### src/rtl/regfile_wb_arbiter.sv
// Register-file write-port arbiter: pipeline writeback vs. buffered long-latency results,
// with a per-register pending scoreboard and starvation hold. Optional stats: WB_ARB_STATS_EN.
module regfile_wb_arbiter #(
  parameter int DEPTH      = 4,
  parameter int STARVE_MAX = 8
) (
  input  logic        clk,
  input  logic        clr,
  input  logic        pipe_we,
  input  logic [4:0]  pipe_num,
  input  logic [31:0] pipe_data,
  input  logic        lu_issue,
  input  logic [4:0]  lu_issue_num,
  input  logic        lu_done,
  input  logic [4:0]  lu_num,
  input  logic [31:0] lu_data,
  output logic        lu_ready,
  input  logic [4:0]  rd1_num,
  input  logic [4:0]  rd2_num,
  input  logic [4:0]  id_dst_num,
  output logic        hazard_stall,
  output logic        pipe_hold,
  output logic        reg_write_en,
  output logic [4:0]  reg_write_num,
  output logic [31:0] reg_write_data,
  output logic        overflow
`ifdef WB_ARB_STATS_EN
  ,
  output logic [31:0] stat_hold_cycles,
  output logic [31:0] stat_lu_writes,
  output logic [31:0] stat_hazard_cycles
`endif
);

  localparam int AW = $clog2(DEPTH);
  localparam int SW = $clog2(STARVE_MAX + 1);

  // Result FIFO: pointers carry an extra wrap bit so full and empty are distinct.
  logic [AW:0]   wr_ptr;
  logic [AW:0]   rd_ptr;
  logic [AW:0]   count;
  logic [4:0]    mem_num  [DEPTH];
  logic [31:0]   mem_data [DEPTH];
  logic          empty;
  logic          full;
  logic [4:0]    head_num;
  logic [31:0]   head_data;
  logic          push;
  logic          pop;

  logic          grant_fifo;
  logic          grant_pipe;
  logic [4:0]    win_num;
  logic [31:0]   win_data;

  logic [31:0]   sb;
  logic [31:0]   sb_next;
  logic [SW-1:0] starve_cnt;

  assign count     = wr_ptr - rd_ptr;
  assign empty     = (wr_ptr == rd_ptr);
  assign full      = (count == (AW+1)'(DEPTH));
  assign head_num  = mem_num[rd_ptr[AW-1:0]];
  assign head_data = mem_data[rd_ptr[AW-1:0]];

  // Handshake: lu_ready depends only on registered state (no credit for a same-cycle pop);
  // a result is accepted exactly when lu_done && lu_ready, and lu_done while !lu_ready is lost.
  assign lu_ready = !full;
  assign push     = lu_done && !full;
  assign pop      = grant_fifo;

  always_comb begin
    grant_fifo = 1'b0;
    grant_pipe = 1'b0;
    win_num    = 5'd0;
    win_data   = 32'd0;
    if (pipe_hold) begin
      // Hold cycle: the pipeline write is deferred even if nothing is left to drain.
      grant_fifo = !empty;
    end else if (pipe_we) begin
      grant_pipe = 1'b1;
    end else begin
      grant_fifo = !empty;
    end
    if (grant_fifo) begin
      win_num  = head_num;
      win_data = head_data;
    end else if (grant_pipe) begin
      win_num  = pipe_num;
      win_data = pipe_data;
    end
  end

  assign reg_write_en   = (grant_fifo || grant_pipe) && (win_num != 5'd0);
  assign reg_write_num  = win_num;
  assign reg_write_data = win_data;

  always_ff @(posedge clk) begin
    if (push) begin
      mem_num[wr_ptr[AW-1:0]]  <= lu_num;
      mem_data[wr_ptr[AW-1:0]] <= lu_data;
    end
  end

  always_ff @(posedge clk) begin
    if (clr) begin
      wr_ptr   <= '0;
      rd_ptr   <= '0;
      overflow <= 1'b0;
    end else begin
      if (push) wr_ptr <= wr_ptr + (AW+1)'(1);
      if (pop)  rd_ptr <= rd_ptr + (AW+1)'(1);
      if (lu_done && full) overflow <= 1'b1;
    end
  end

  // Scoreboard: issue sets, pop clears, and a set wins over a clear of the same register.
  always_comb begin
    sb_next = sb;
    if (pop) sb_next[head_num] = 1'b0;
    if (lu_issue) sb_next[lu_issue_num] = 1'b1;
    sb_next[0] = 1'b0;
  end

  always_ff @(posedge clk) begin
    if (clr) sb <= '0;
    else     sb <= sb_next;
  end

  assign hazard_stall = ((rd1_num    != 5'd0) && sb[rd1_num]) ||
                        ((rd2_num    != 5'd0) && sb[rd2_num]) ||
                        ((id_dst_num != 5'd0) && sb[id_dst_num]);

  // The hold is raised on the edge where the denied count reaches STARVE_MAX.
  always_ff @(posedge clk) begin
    if (clr) begin
      starve_cnt <= '0;
      pipe_hold  <= 1'b0;
    end else if (!empty && grant_pipe) begin
      if (starve_cnt == SW'(STARVE_MAX - 1)) begin
        starve_cnt <= '0;
        pipe_hold  <= 1'b1;
      end else begin
        starve_cnt <= starve_cnt + SW'(1);
        pipe_hold  <= 1'b0;
      end
    end else begin
      starve_cnt <= '0;
      pipe_hold  <= 1'b0;
    end
  end

`ifdef WB_ARB_STATS_EN
  always_ff @(posedge clk) begin
    if (clr) begin
      stat_hold_cycles   <= 32'd0;
      stat_lu_writes     <= 32'd0;
      stat_hazard_cycles <= 32'd0;
    end else begin
      if (pipe_hold)                     stat_hold_cycles   <= stat_hold_cycles + 32'd1;
      if (pop && (head_num != 5'd0))     stat_lu_writes     <= stat_lu_writes + 32'd1;
      if (hazard_stall)                  stat_hazard_cycles <= stat_hazard_cycles + 32'd1;
    end
  end
`endif

endmodule

### config.mk
export PLATFORM = sky130hd
export DESIGN_NAME = regfile_wb_arbiter
export DESIGN_NICKNAME = d
export VERILOG_FILES = /design/src/rtl/regfile_wb_arbiter.sv
export SDC_FILE = /design/constraint.sdc
export NUM_CORES = 1
export LEC_CHECK = 0
export ABC_AREA = 1
export CAP_MARGIN = 20
export CORE_MARGIN = 3
export CORE_UTILIZATION = 32
export DETAILED_ROUTE_END_ITERATION = 8
export GPL_TIMING_DRIVEN = 0
export PLACE_DENSITY_LB_ADDON = 0.25
export SLEW_MARGIN = 15
export SYNTH_ARGS = -nofsm -noshare
export SYNTH_HDL_FRONTEND = slang
export SYNTH_SLANG_ARGS = --single-unit
export TNS_END_PERCENT = 1
### constraint.sdc
create_clock -name clk -period 6.3 [get_ports clk]
set_clock_uncertainty 0.2 [all_clocks]
set_input_delay 0.63 -clock clk [delete_from_list [all_inputs] [get_ports clk]]
set_output_delay 0.63 -clock clk [all_outputs]
set_load 0.05 [all_outputs]
# == Word-level counts from Yosys, hierarchy flattened ==
# Memories as Yosys holds them, arrays and structs flattened. A register that Yosys moved wholly into a read port is not among the register bits.
# Cells that the tools add are included.
# op_classes
addsub,4
magnitude_cmp,7
n_eq_ne,3
mux,27
n_bitwise,4
n_reduce_logical,20
# op_table
cell,n
32-bit 2-to-1 mux,4
32-bit bitwise AND,1
32-bit inverter,1
32-bit bitwise OR,1
"5-bit by 6-bit < comparator with 1-bit output, second input constant",5
5-bit nonzero test,4
1-bit binary-select mux with 5-bit select,3
1-bit 2-to-1 mux,12
1-bit demux with 5-bit select,2
"5-bit by 1-bit greater-or-equal comparator with 1-bit output, second input constant",2
5-bit 2-to-1 mux,2
1-bit logical AND,9
2-bit 2-to-1 mux,4
"3-bit by 1-bit adder with 3-bit output, second input constant",2
"4-bit by 1-bit adder with 4-bit output, second input constant",1
"4-bit by 3-bit == test with 1-bit output, second input constant",1
3-bit == test,1
"3-bit == test, second input constant",1
1-bit logical OR,3
3-bit OR reduction,1
3-bit subtractor,1
1-bit logical NOT,2
2-bit OR reduction,1
1-bit inverter,1
# word_totals
regBits,44
ramBits,148
word_cells,74
n_memories,2
# mem_list
name,words,width,read_ports,rd_clocked_by_memory_dff,wr,line_no,source
mem_data,4,32,1,1,1,43,logic [31:0] mem_data [DEPTH];
mem_num,4,5,1,1,1,42,logic [4:0] mem_num [DEPTH];

# == Longest topological paths before layout ==
# logic_depth
depth_word,9
depth_mapped,14
mapped_depth_nobuf,12

# == Least setup slack after synthesis ==
# No wires, ideal clock.
# synth_timing
path_kind,register -> register
start,register rd_ptr[1]
end,memory mem_data[3][0] (enable)
setup_ps,433
arrival_time_ps,3160
setup_slack_ps,2507
path_stages_with_launch,9
n_path_buf,0
path_cell_list,dfxtp_1 inv_1 ha_1 nand2_1 nand2_1 nand2_1 nand3_1 nand2_1 nor2_1
# synth_via
elab_chain_cells,6
# synth_lines
element,line_no,source
from (decl),40,logic [AW:0] rd_ptr;
from (signal assigned),112,if (pop) rd_ptr <= rd_ptr + (AW+1)'(1);
3-bit subtractor,60,assign count = wr_ptr - rd_ptr;
3-bit == test,62,assign full = (count == (AW+1)'(DEPTH));
1-bit logical NOT,-,
via lu_ready,17,"output logic lu_ready,"
1-bit logical AND,69,assign push = lu_done && !full;
1-bit 2-to-1 mux,99,if (push) begin
1-bit 2-to-1 mux (not written as such),101,mem_data[wr_ptr[AW-1:0]] <= lu_data;
to (decl),43,
# The timed path passes the listed nets, and every way through them passes these cells.

# == Final worst setup path ==
# layout_timing
start,input port pipe_we
end,output port reg_write_data[24]
# layout_via
elab_chain_cells,4
elab_cells_between_ends,6
# layout_lines
element,line_no,source
from (decl),9,"input logic pipe_we,"
1-bit 2-to-1 mux,80,end else if (pipe_we) begin
1-bit 2-to-1 mux,77,if (pipe_hold) begin
32-bit 2-to-1 mux,88,end else if (grant_pipe) begin
32-bit 2-to-1 mux (*),85,if (grant_fifo) begin
to (decl),25,"output logic [31:0] reg_write_data,"
# Every way passes the cells marked *; elsewhere a longest branch is shown, timed or not.

==> run_summary.xml <==
<?xml version="1.0" encoding="UTF-8"?>
<metrics>
  <group name="cts">
    <metric name="clkSlewWorstSetupHoldPaths" unit="ns">0.07</metric>
    <metric name="cts_tree" unit="">built</metric>
    <metric name="clock_insertion_delay_worst_skew" unit="ns">0.43</metric>
    <metric name="cts_resized" unit="">0</metric>
    <metric name="ctsRootBufferMaster" unit="">sky130_fd_sc_hd__clkbuf_16</metric>
    <metric name="cts_sinks" unit="">193</metric>
    <metric name="htreeDepth" unit="">4</metric>
    <metric name="post_cts_buffers" unit="">0</metric>
    <metric name="hold_buffers" unit="">0</metric>
    <metric name="cts_inserted_buffers" unit="">17</metric>
    <metric name="cts.path.max_buffers" unit="">2</metric>
  </group>
  <group name="detailed_routing">
    <metric name="drt_iter0_markers" unit="">547</metric>
    <metric name="vias" unit="">7184</metric>
    <metric name="drt.antenna.violating_nets" unit="">0</metric>
    <metric name="finalWirelength" unit="um">23780</metric>
    <metric name="route.detailed.wl_per_inst" unit="um">16.03</metric>
    <metric name="drt-vias-per-instance" unit="">4.844</metric>
    <metric name="drc" unit="">0</metric>
    <metric name="firstDrtPassIters" unit="">5</metric>
  </group>
  <group name="setup_path">
    <metric name="critical_path_arrival" unit="ns">3.26</metric>
    <metric name="cp.required" unit="ns">5.47</metric>
    <metric name="worst_r2r_startpoint" unit="">rd_ptr[1]</metric>
    <metric name="r2r_setup_slk" unit="ns">3.51</metric>
    <metric name="worst-setup-path-type" unit="">input pin to output pin</metric>
    <metric name="cp-start-kind" unit="">input pin</metric>
    <metric name="cp_max_fo" unit="">10</metric>
    <metric name="reg2regPathDepth" unit="">8</metric>
    <metric name="end_kind" unit="">output pin</metric>
    <metric name="rr_endpoint" unit="">mem_data[3][14]</metric>
  </group>
  <group name="global_route">
    <metric name="grtUsageTotal" unit="%">16.01</metric>
    <metric name="gr-total-overflow" unit="">0</metric>
    <metric name="grt_first_pass_wirelength" unit="um">38170</metric>
    <metric name="grt_start_max_net_pins" unit="">22</metric>
    <metric name="grt_pass1_vias" unit="">7329</metric>
    <metric name="initial_antenna_violation_count" unit="">2</metric>
  </group>
  <group name="die">
    <metric name="start_util" unit="%">32.84</metric>
    <metric name="floorplan.core_area" unit="um^2">27180</metric>
    <metric name="top_level_ports" unit="">141</metric>
    <metric name="fp.dieArea" unit="um^2">29930</metric>
    <metric name="die_h" unit="um">173.0</metric>
    <metric name="die_width" unit="um">173.0</metric>
    <metric name="std_cell_rows" unit="">60</metric>
  </group>
  <group name="logic_synthesis">
    <metric name="post_synth_main_area_contributors" unit="">sky130_fd_sc_hd__edfxtp_1, sky130_fd_sc_hd__dfxtp_1, sky130_fd_sc_hd__nand2_1</metric>
    <metric name="synth_area_per_inst" unit="um^2">9.525</metric>
    <metric name="netlist_area" unit="um^2">8925</metric>
    <metric name="synthArstFlopShare" unit="%">0</metric>
    <metric name="most_used_flip_flop_cell_after_synthesis" unit="">sky130_fd_sc_hd__edfxtp_1</metric>
    <metric name="synth_seq_area_share" unit="%">59.89</metric>
    <metric name="area_leader_netlist" unit="">sky130_fd_sc_hd__edfxtp_1</metric>
    <metric name="post_synth_net_total" unit="">1044</metric>
    <metric name="yosys.cell_types.count" unit="">34</metric>
    <metric name="synth_enable_flop_cells" unit="">148</metric>
    <metric name="synth_cells" unit="">937</metric>
    <metric name="synth-seq-cells" unit="">193</metric>
    <metric name="area_fraction_of_the_dominant_cell_type_after_synthesis" unit="%">49.80</metric>
    <metric name="synth-warning-count" unit="">0</metric>
  </group>
  <group name="timing">
    <metric name="timing.max_slew.rel_slack" unit="%">25.08</metric>
    <metric name="finalHoldWorstSlack" unit="ns">0.2504</metric>
    <metric name="finalHoldViolCount" unit="">0</metric>
    <metric name="finalCritPeriodShare" unit="%">64.94</metric>
    <metric name="grt_setup_unrepaired" unit="">no</metric>
    <metric name="setup_viol" unit="">0</metric>
    <metric name="tns" unit="ns">0</metric>
    <metric name="finalMaxSlewViolations" unit="">0</metric>
    <metric name="maxClockFrequency" unit="GHz">0.2444</metric>
    <metric name="transition_time_at_the_pin_with_the_least_slew_margin" unit="ns">1.115</metric>
    <metric name="final.min_clock_period" unit="ns">4.091</metric>
    <metric name="setup_ws" unit="ns">2.209</metric>
  </group>
  <group name="hold_path">
    <metric name="hold_path_startpoint" unit="">starve_cnt[0]</metric>
    <metric name="hold_class" unit="">flop to flop</metric>
    <metric name="hold_depth" unit="">1</metric>
    <metric name="holdPathEnd" unit="">starve_cnt[0]</metric>
  </group>
  <group name="power_and_ir_drop">
    <metric name="power_report.internal_total" unit="mW">2.856</metric>
    <metric name="p_sw_share" unit="%">42.97</metric>
    <metric name="relative_contribution_of_combinational_cells_to_total_power" unit="%">45.6</metric>
    <metric name="cellLeakagePower" unit="nW">4.230</metric>
    <metric name="net-switching-power" unit="mW">2.152</metric>
    <metric name="post-layout-total-power" unit="mW">5.007</metric>
    <metric name="share_clk_of_total_power" unit="%">21.0</metric>
    <metric name="p_seq_share" unit="%">33.4</metric>
    <metric name="pwr_per_cell_area" unit="nW/um^2">436.1</metric>
    <metric name="peakVddDrop" unit="uV">258.0</metric>
  </group>
  <group name="cells_and_area">
    <metric name="fraction_of_layout_instances_using_a_drive_strength_above_1" unit="%">6.841</metric>
    <metric name="syn_to_final_growth" unit="%">28.66</metric>
    <metric name="diode_count" unit="">0</metric>
    <metric name="final_nets" unit="">1205</metric>
  </group>
  <group name="job">
    <metric name="timing.max_cap.violations" unit="">0</metric>
  </group>
  <group name="place">
    <metric name="detailed_place_hpwl" unit="um">16810</metric>
    <metric name="preCtsSetupSlack" unit="ns">2.169</metric>
    <metric name="io_port_bufs" unit="">137</metric>
    <metric name="gpl.final_weighted_congestion" unit="">0.8426</metric>
  </group>
  <group name="outcome">
    <metric name="outcome" unit="">complete, no violations</metric>
  </group>
</metrics>
## layout make-up
type | instances | area (um^2)
flip-flops and latches | 193 | 5345
well taps | 372 | 465.4
inverters | 84 | 315.3
fillers | 2733 | 15690
repair buffers | 142 | 1471
plain buffers | 44 | 224.0
clock inverters | 14 | 161.4
multi-input cells | 616 | 3070
clock buffers | 18 | 429.2
## flip-flops by register name, summed over array words and instances, names as in the netlist, named ones only
register	count
overflow	1
starve_cnt	4
sb	31
mem_num	20
rd_ptr	3
pipe_hold	1
wr_ptr	3
mem_data	128
## cells in the final DEF, fill, tap and decap left out, drive strengths merged, types with 2 or more instances in the layout
cell	n
a21oi	41
a22o	32
a31oi	2
and3	2
buf	27
clkbuf	40
clkdlybuf4s50	137
clkinv	7
dfxtp	45
edfxtp	148
ha	8
inv	90
nand2	197
nand3	70
nand4	3
nor2	92
nor3	14
o211ai	6
o21ai	111
o22ai	32
## routing by layer
metal	vias up	part of all wire [%]	global-route usage [%]
met2	194	49	27.99
met1	3351	45	20.04
met3	37	4.7	3.404
li1	3598	-	-
met5	-	0.10	0
met4	4	1.5	4.527
## Yosys cell counts, drive strengths merged (2+ instances only)
| cell type | count |
|---|---|
| nand2 | 197 |
| o22ai | 32 |
| nor2 | 92 |
| clkbuf | 22 |
| a31oi | 2 |
| nor3 | 14 |
| dfxtp | 45 |
| a21oi | 41 |
| and3 | 2 |
| a22o | 32 |
| nand3 | 70 |
| buf | 22 |
| edfxtp | 148 |
| nand4 | 3 |
| ha | 8 |
| inv | 83 |
| o21ai | 111 |
| o211ai | 6 |
## logic make-up (layout without fill, tap and decap cells)
family / after synthesis / after routing / synth area share (%)
fa+ha+maj: 8 / 8 / 1.122
simple gates: 380 / 380 / 18.03
buf+inv: 128 / 302 / 6.042
compound gates: 226 / 226 / 14.72
flops: 193 / 193 / 59.89
xor+xnor: 2 / 2 / 0.1963
## power by group through the flow
stage               logic [mW]  registers (mW)  clock network [mW]
floorplan                 1.46            1.71                   0
global placement          2.23            1.72                   0
detailed placement        2.30            1.70                   0
CTS                       2.31            1.67                1.07
global route              2.48            1.69                1.13
finish                    2.28            1.67                1.05
## critical path: stages
cell and delay (ns):
sky130_fd_sc_hd__clkdlybuf4s50_1 0.46, sky130_fd_sc_hd__inv_1 0.06, sky130_fd_sc_hd__nor2_4 0.22, sky130_fd_sc_hd__buf_2 0.32, sky130_fd_sc_hd__clkbuf_1 0.52, sky130_fd_sc_hd__a22o_1 0.24
sky130_fd_sc_hd__clkdlybuf4s50_1 0.80
## worst max-delay path by stage
stage / from / endpoint / slack [ns] / depth (start not counted)
floorplan: rd_ptr[1] / mem_data[3][0] / 2.51 / 8
global placement: lu_done / mem_data[0][19] / 1.32 / 3
detailed placement: pipe_we / reg_write_data[6] / 2.17 / 7
CTS: pipe_we / reg_write_data[6] / 2.17 / 7
global route: pipe_we / reg_write_data[6] / 2.09 / 7
finish: pipe_we / reg_write_data[24] / 2.21 / 7
## per-stage QoR
step           area [um^2]  utilization [%]  instances
2_1_floorplan         8925                -        937
3_3_place_gp         10760            39.60       1446
3_5_place_dp         10890            40.08       1451
4_1_cts              11480            42.25       1483
5_1_grt              11480            42.25       1483
6_report             11480            42.25       1483
Power figures use the tool's default switching activity.
